**config.mk**
```make
export PLATFORM = sky130hd
export DESIGN_NAME = dense_instr_unpack
export DESIGN_NICKNAME = d
export VERILOG_FILES = /design/src/rtl/dense_instr_unpack_pkg.sv /design/src/rtl/dense_instr_unpack.sv
export SDC_FILE = /design/constraint.sdc
export NUM_CORES = 1
export LEC_CHECK = 0
export ABC_CLOCK_PERIOD_IN_PS = 18450
export CORE_MARGIN = 3
export CORE_UTILIZATION = 45
export DETAILED_ROUTE_END_ITERATION = 8
export GPL_TIMING_DRIVEN = 0
export PLACE_DENSITY = 0.86
export SETUP_SLACK_MARGIN = 0.05
export SLEW_MARGIN = 20
export SYNTH_ARGS = -nofsm -noshare
export SYNTH_HDL_FRONTEND = slang
export SYNTH_SLANG_ARGS = --single-unit
```
**constraint.sdc**
```tcl
create_clock -name clk -period 18.45 [get_ports clk]
set_input_delay 1.845 -clock clk [delete_from_list [all_inputs] [get_ports clk]]
set_output_delay 1.845 -clock clk [all_outputs]
set_load 0.005 [all_outputs]
```
**src/rtl/dense_instr_unpack_pkg.sv**
```systemverilog
// dense_pkg: shared states, flag indices and word-count helper for the dense instruction unpacker.
package dense_pkg;
  typedef enum logic [2:0] {
    ST_HDR, ST_FLAGS, ST_LR, ST_BP, ST_W, ST_X, ST_LABEL, ST_EMIT
  } state_t;
  localparam int FLAG_LOAD_W = 0;
  localparam int FLAG_X = 1;
  localparam int FLAG_LABEL = 2;
  function automatic int bp_words(input int bits, input int word_bits);
    return (bits + word_bits - 1) / word_bits;
  endfunction
endpackage

```
**src/rtl/dense_instr_unpack.sv**
```systemverilog
// dense_instr_unpack: assembles one dense-layer instruction from a stream of words and pulses out_valid.
module dense_instr_unpack
  import dense_pkg::*;
#(
  parameter int size = 3,
  parameter int data_size = 16,
  parameter int act_type_size = 4,
  parameter int dense_type_size = 4,
  parameter int cost_type_size = 8,
  parameter int learning_rate_size = 16,
  parameter int backprop_controll_size = 66
) (
  input  logic                              clk,
  input  logic                              rst,
  input  logic                              flush,
  input  logic [data_size-1:0]              in_data,
  input  logic                              in_valid,
  output logic                              in_ready,
  output logic [act_type_size-1:0]          act_type_out,
  output logic [dense_type_size-1:0]        dense_type_out,
  output logic [cost_type_size-1:0]         cost_type_out,
  output logic [learning_rate_size-1:0]     learning_rate_out,
  output logic [backprop_controll_size-1:0] backprop_controll_out,
  output logic [data_size*size-1:0]         w_out,
  output logic [data_size*size-1:0]         x_out,
  output logic [data_size*size-1:0]         label_out,
  output logic                              load_w_out,
  output logic                              out_valid
);
  localparam int BPW = bp_words(backprop_controll_size, data_size);
  localparam int CNT_MAX = BPW > size ? BPW : size;
  localparam int CW = CNT_MAX > 1 ? $clog2(CNT_MAX) : 1;
  state_t state, nxt, after_w, after_x, after_bp;
  logic [CW-1:0] cnt;
  logic [2:0] flags;
  logic acc, last;
  logic [backprop_controll_size-1:0] bp_n;
  assign in_ready = state != ST_EMIT;
  assign out_valid = state == ST_EMIT;
  assign load_w_out = out_valid && flags[FLAG_LOAD_W];
  assign acc = in_valid && in_ready && !flush;
  assign last = cnt == CW'((state == ST_BP ? BPW : size) - 1);
  assign after_x = flags[FLAG_LABEL] ? ST_LABEL : ST_EMIT;
  assign after_w = flags[FLAG_X] ? ST_X : after_x;
  assign after_bp = flags[FLAG_LOAD_W] ? ST_W : after_w;
  always_comb begin
    nxt = state;
    case (state)
      ST_HDR:   nxt = acc ? ST_FLAGS : state;
      ST_FLAGS: nxt = acc ? ST_LR : state;
      ST_LR:    nxt = acc ? ST_BP : state;
      ST_BP:    nxt = acc && last ? after_bp : state;
      ST_W:     nxt = acc && last ? after_w : state;
      ST_X:     nxt = acc && last ? after_x : state;
      ST_LABEL: nxt = acc && last ? ST_EMIT : state;
      default:  nxt = ST_HDR;
    endcase
    if (flush) nxt = ST_HDR;
  end
  // bits of the last BP word beyond the field width are simply never addressed
  always_comb begin
    bp_n = backprop_controll_out;
    for (int b = 0; b < backprop_controll_size; b++)
      if (cnt == CW'(b / data_size)) bp_n[b] = in_data[b % data_size];
  end
  always_ff @(posedge clk or posedge rst) begin
    if (rst) begin
      state <= ST_HDR;
      cnt <= '0;
      flags <= '0;
      act_type_out <= '0;
      dense_type_out <= '0;
      cost_type_out <= '0;
      learning_rate_out <= '0;
      backprop_controll_out <= '0;
      w_out <= '0;
      x_out <= '0;
      label_out <= '0;
    end else begin
      state <= nxt;
      cnt <= (flush || nxt != state) ? '0 : acc ? cnt + CW'(1) : cnt;
      if (acc)
        case (state)
          ST_HDR: begin
            act_type_out <= in_data[act_type_size-1:0];
            dense_type_out <= in_data[act_type_size +: dense_type_size];
            cost_type_out <= in_data[act_type_size+dense_type_size +: cost_type_size];
          end
          ST_FLAGS: flags <= in_data[2:0];
          ST_LR:    learning_rate_out <= in_data[learning_rate_size-1:0];
          ST_BP:    backprop_controll_out <= bp_n;
          ST_W:     w_out[cnt*data_size +: data_size] <= in_data;
          ST_X:     x_out[cnt*data_size +: data_size] <= in_data;
          ST_LABEL: label_out[cnt*data_size +: data_size] <= in_data;
          default:  ;
        endcase
    end
  end
endmodule

```
# Yosys cells after proc, flatten, opt, wreduce, memory -nomap -nowiden
# Index checks and enable logic that the tools add are counted.
[op_classes]
shifts = 2
n_addsub = 3
n_reduce_logical = 20
mux = 18
n_eq_ne = 14
[ops]
columns = ["operator", "count"]
rows = [
  ["$bwmux W48", 3],
  ["$shift A16 B34 Y48 const A", 1],
  ["$shiftx A16 B34 Y48", 1],
  ["$neg A7 Y34", 1],
  ["$mux W3", 11],
  ["$pmux W3 S7", 1],
  ["$eq A3 B3 Y1 const B", 5],
  ["$reduce_and A3 Y1", 5],
  ["$eq A3 B2 Y1 const B", 4],
  ["$reduce_and A2 Y1", 6],
  ["$eq A3 B1 Y1 const B", 2],
  ["$logic_not A3 Y1", 2],
  ["$logic_and A1 B1 Y1", 4],
  ["$mux W2", 2],
  ["$add A3 B1 Y3 const B", 1],
  ["$eq A3 B3 Y1", 1],
  ["$ne A3 B3 Y1", 1],
  ["$ne A3 B3 Y1 const B", 1],
  ["$sub A3 B1 Y3 const B", 1],
  ["$reduce_bool A2 Y1", 1],
  ["$logic_not A1 Y1", 1],
  ["$logic_or A1 B1 Y1", 1],
  ["$mux W1", 1],
]
[totals]
input_bits = 20
ff_bits = 251
output_inout_bits = 245

# Longest topological paths before layout
[depth]
depth_word = 11
mapped_depth = 11

# Worst setup path after synthesis
# Ideal clock, no wire load.
[synth_path]
path_type = "input to register"
from = "input port flush"
to = "register w_out[23]"
path_stages = 6
setup_time_ps = 128
arrival_ps = 2920
setup_slack_ps = 15403
cell_sequence = "nand2b_1 -> nor3_1 -> and2_1 -> buf_4 -> buf_6 -> mux2_1"
[synth_between]
elab_chain_len = 3
[synth_rtl]
columns = ["item", "line", "text"]
rows = [
  ["start: declaration", "dense_instr_unpack.sv:15", "input logic flush,"],
  ["$logic_not A1 Y1", "dense_instr_unpack.sv:41", "assign acc = in_valid && in_ready && !flush;"],
  ["$logic_and A1 B1 Y1", "dense_instr_unpack.sv:41", ""],
  ["$reduce_and A2 Y1 (no source line)", "-", ""],
  ["end signal: indexed assignment", "dense_instr_unpack.sv:92", "ST_W: w_out[cnt*data_size +: data_size] <= in_data;"],
  ["end: declaration", "dense_instr_unpack.sv:24", "output logic [data_size*size-1:0] w_out,"],
]
# Every way passes these cells.
# A chain may end at the register's enable or synchronous reset.

# Worst setup path after layout
[layout_path]
from = "register state[1]"
to = "output port load_w_out"
[layout_between]
elab_chain_len = 2
[layout_rtl]
columns = ["item", "line", "text"]
rows = [
  ["start: declaration", "dense_instr_unpack.sv:33", "state_t state, nxt, after_w, after_x, after_bp;"],
  ["start signal: assignment", "dense_instr_unpack.sv:80", "state <= nxt;"],
  ["$eq A3 B3 Y1", "dense_instr_unpack.sv:39", "assign out_valid = state == ST_EMIT;"],
  ["$logic_and A1 B1 Y1", "dense_instr_unpack.sv:40", "assign load_w_out = out_valid && flags[FLAG_LOAD_W];"],
  ["end: declaration", "dense_instr_unpack.sv:27", "output logic load_w_out,"],
]
# Every way passes these cells.

==> impl_metrics.yaml <==
outcome:
  outcome: "completed"
drt:
  drtAntennaViolNets: 0
  dr.first_iter.drc_count: 443
  dr.pass1.iters: 5
  drc: 0
  drt-vias-per-instance: 5.35
  drt_wl_total_um: 30300
  vias: 7501
  post_drt_wl_per_cell_um: 21.7
clock_tree:
  postCtsSetupBuffers: 0
  cts_tree: "done"
  cts_hold_buf: 0
  clock_sinks: 251
  cts_resized: 0
  h-tree-depth: 1
  root_buffer: "clkbuf_16"
  clkLatencyLatePin_ns: 0.52
  cts_buffer_depth: 3
  clk_pin_slew_worst_paths_ns: 0.06
  cts-buffers-inserted: 27
global_route:
  gr-total-overflow: 0
  grt_usage: 0.244
  grt_max_degree: 107
  grt_pass1_wl_um: 46100
  grt_pass1_vias: 7800
  antenna_found_initial: 1
yosys:
  yosysWarnings: 0
  synth.net_count: 833
  yosysSeqAreaShare: 0.619
  async_flop_share: 1.00
  yosysMostFrequentCell: "dfrtp_1"
  synth_edf_count: 0
  synth_seq_cells: 251
  synth_flop_cell: "dfrtp_1"
  synth_common_cells: "dfrtp_1, nand2_1, mux2_2, o21ai_0, mux2_1"
  yosys.area.top_type: "dfrtp_1"
  synthTopCellsByArea: "dfrtp_1, mux2_2, nand2_1, mux2_1, mux2_4"
  syn_avg_cell_area_um2: 12.6
  synth_area_mm2: 0.0102
  ys_types: 48
  syn_inst: 806
  netlist.area_leader.share: 0.619
power:
  p_seq_frac: 0.451
  power_density_mw_per_mm2: 90.6
  ir_drop_mv: 0.0932
  clkPwrFrac: 0.466
  leakage_nw: 6.78
  cell_internal_pwr_w: 0.00101
  combPwrFrac: 0.083
  p_sw_w: 0.000282
  p_sw_frac: 0.219
place:
  dp.final_hpwl_um: 21200
  io_buffers: 264
  gp_congestion: 0.875
timing:
  hold_violations: 0
  min_period_ns: 3.98
  fmax_ghz: 0.251
  finalSetupViolCount: 0
  fin_tns_setup_ns: 0
  worst_pin_slew_ns: 0.966
  final_max_slew_viol_count: 0
  rsz0062_at_grt: "false"
  finClkSkew_ns: 0.00867
  slew-limit-headroom: 0.356
  post-route-period-util: 0.216
worst_setup_path:
  slowest_delay_ns: 0.49
  crit_fanout: 10
  ff2ff_setup_slack_ns: 15.59
  cp_data_arrival_time_ns: 2.13
  r2r_cells: 10
  rr_endpoint: "label_out[6]"
  cp-startpoint: "state[1]"
  crit_end: "load_w_out"
  r2r-start: "cnt[0]"
  crit_type: "reg -> out"
  end_kind: "output port"
  startpoint_type: "flop"
  slowest_stage: "clkdlybuf4s50_1"
  crit_chain: "buf_2 > nand3_1 > inv_1 > and2_1 > clkdlybuf4s50_1"
  crit_required_ns: 16.60
cells_and_area:
  drive_gt1_frac: 0.199
  fin_util: 0.645
  syn_to_final_growth_pct: 40.0
  nets: 1128
  antennaDiodeCount: 0
floorplan:
  start_util: 0.461
  rows: 54
  chipHeight_um: 156
  io_pins: 265
  chipWidth_um: 156
  coreArea_mm2: 0.0220
  dieArea_mm2: 0.0244
min_path:
  hp-class: "reg -> reg"
job:
  cap_viol_max_count: 0
[worst max-delay path: cells and delay by family (launching register included)]
family	cells	cell delay, ns
buffers and inverters	3	0.93
AND/OR/NAND/NOR	2	0.32
flip-flops	1	0.38
[worst min path at each step]
| stage | start | endpoint | cells after the start |
|---|---|---|---|
| after detailed placement | label_out[5] | label_out[5] | 2 |
| after global routing | label_out[14] | label_out[14] | 2 |
| after CTS | w_out[4] | w_out[4] | 2 |
| final | x_out[8] | x_out[8] | 2 |
| after global placement | label_out[47] | label_out[47] | 2 |
| after floorplan | label_out[12] | label_out[12] | 2 |
[cell type report]
cell class	instances	area, µm²
Timing Repair Buffer	266	2700
Tap cell	280	350
Buffer	54	287
Clock inverter	11	209
Sequential cell	251	6280
Fill cell	1590	7810
Multi-Input combinational cell	480	3510
Clock buffer	38	797
Inverter	21	86.3
[per-layer routing]
| metal | routed length [µm] | share of wire | global-route usage |
|---|---|---|---|
| met1 | 12500 | 0.41 | 0.315 |
| met2 | 14400 | 0.47 | 0.407 |
| met3 | 2520 | 0.083 | 0.0697 |
| met4 | 983 | 0.032 | 0.0671 |
| met5 | 0 | 0 | 0 |
[layout by cell type, fill, tap and decap left out, types with 8 or more instances in the layout]
cell type | synthesis | routed
nor2_1 | 12 | 12
clkbuf_1 | 27 | 30
mux2_1 | 30 | 30
nand3_1 | 22 | 22
mux2_2 | 110 | 110
o21ai_0 | 51 | 51
o21ai_1 | 21 | 21
nand2_1 | 148 | 148
mux2_4 | 20 | 20
clkbuf_16 | 0 | 27
buf_2 | 13 | 13
dfrtp_1 | 251 | 251
clkbuf_8 | 0 | 8
clkdlybuf4s50_1 | 0 | 264
inv_1 | 21 | 20
[per-stage QoR]
step / std cells / instance area (µm²) / hold slack, ns / total power [W] / setup slack (ns)
5_1_grt: 1401 / 14200 / 0.503 / 0.00133 / 14.35
3_5_place_dp: 1352 / 13200 / 0.470 / 0.000698 / 14.25
6_report: 1401 / 14200 / 0.480 / 0.00129 / 14.47
4_1_cts: 1401 / 14200 / 0.484 / 0.00130 / 14.45
2_1_floorplan: 806 / 10200 / 0.463 / 0.000634 / 9.71
3_3_place_gp: 1350 / 13100 / 0.462 / 0.000694 / 6.84
[cell families after synthesis]
| family | count (synthesis) | share of synthesized area |
|---|---|---|
| adders and majority gates | 7 | 0.00863 |
| DFF | 251 | 0.619 |
| buffers and inverters | 75 | 0.0360 |
| and+or+nand+nor | 222 | 0.101 |
| muxes | 160 | 0.185 |
| AOI/OAI and AO/OA | 90 | 0.0499 |
| xor gates and xnor gates | 1 | 0.000863 |
[power groups by stage]
stage          clock network [W]  registers (W)  logic [W]
6_report                0.000600       0.000581   0.000107
3_3_place_gp                   0       0.000589   0.000104
4_1_cts                 0.000607       0.000581   0.000109
3_5_place_dp                   0       0.000590   0.000108
2_1_floorplan                  0       0.000590  0.0000435
5_1_grt                 0.000630       0.000583   0.000116
[state kept, by name (all words and copies together) (netlist names)]
signal                 count
act_type_out               4
flags                      3
dense_type_out             4
cost_type_out              8
x_out                     48
state                      3
w_out                     48
cnt                        3
label_out                 48
learning_rate_out         16
backprop_controll_out     66
(Power assumes the default switching activity.)
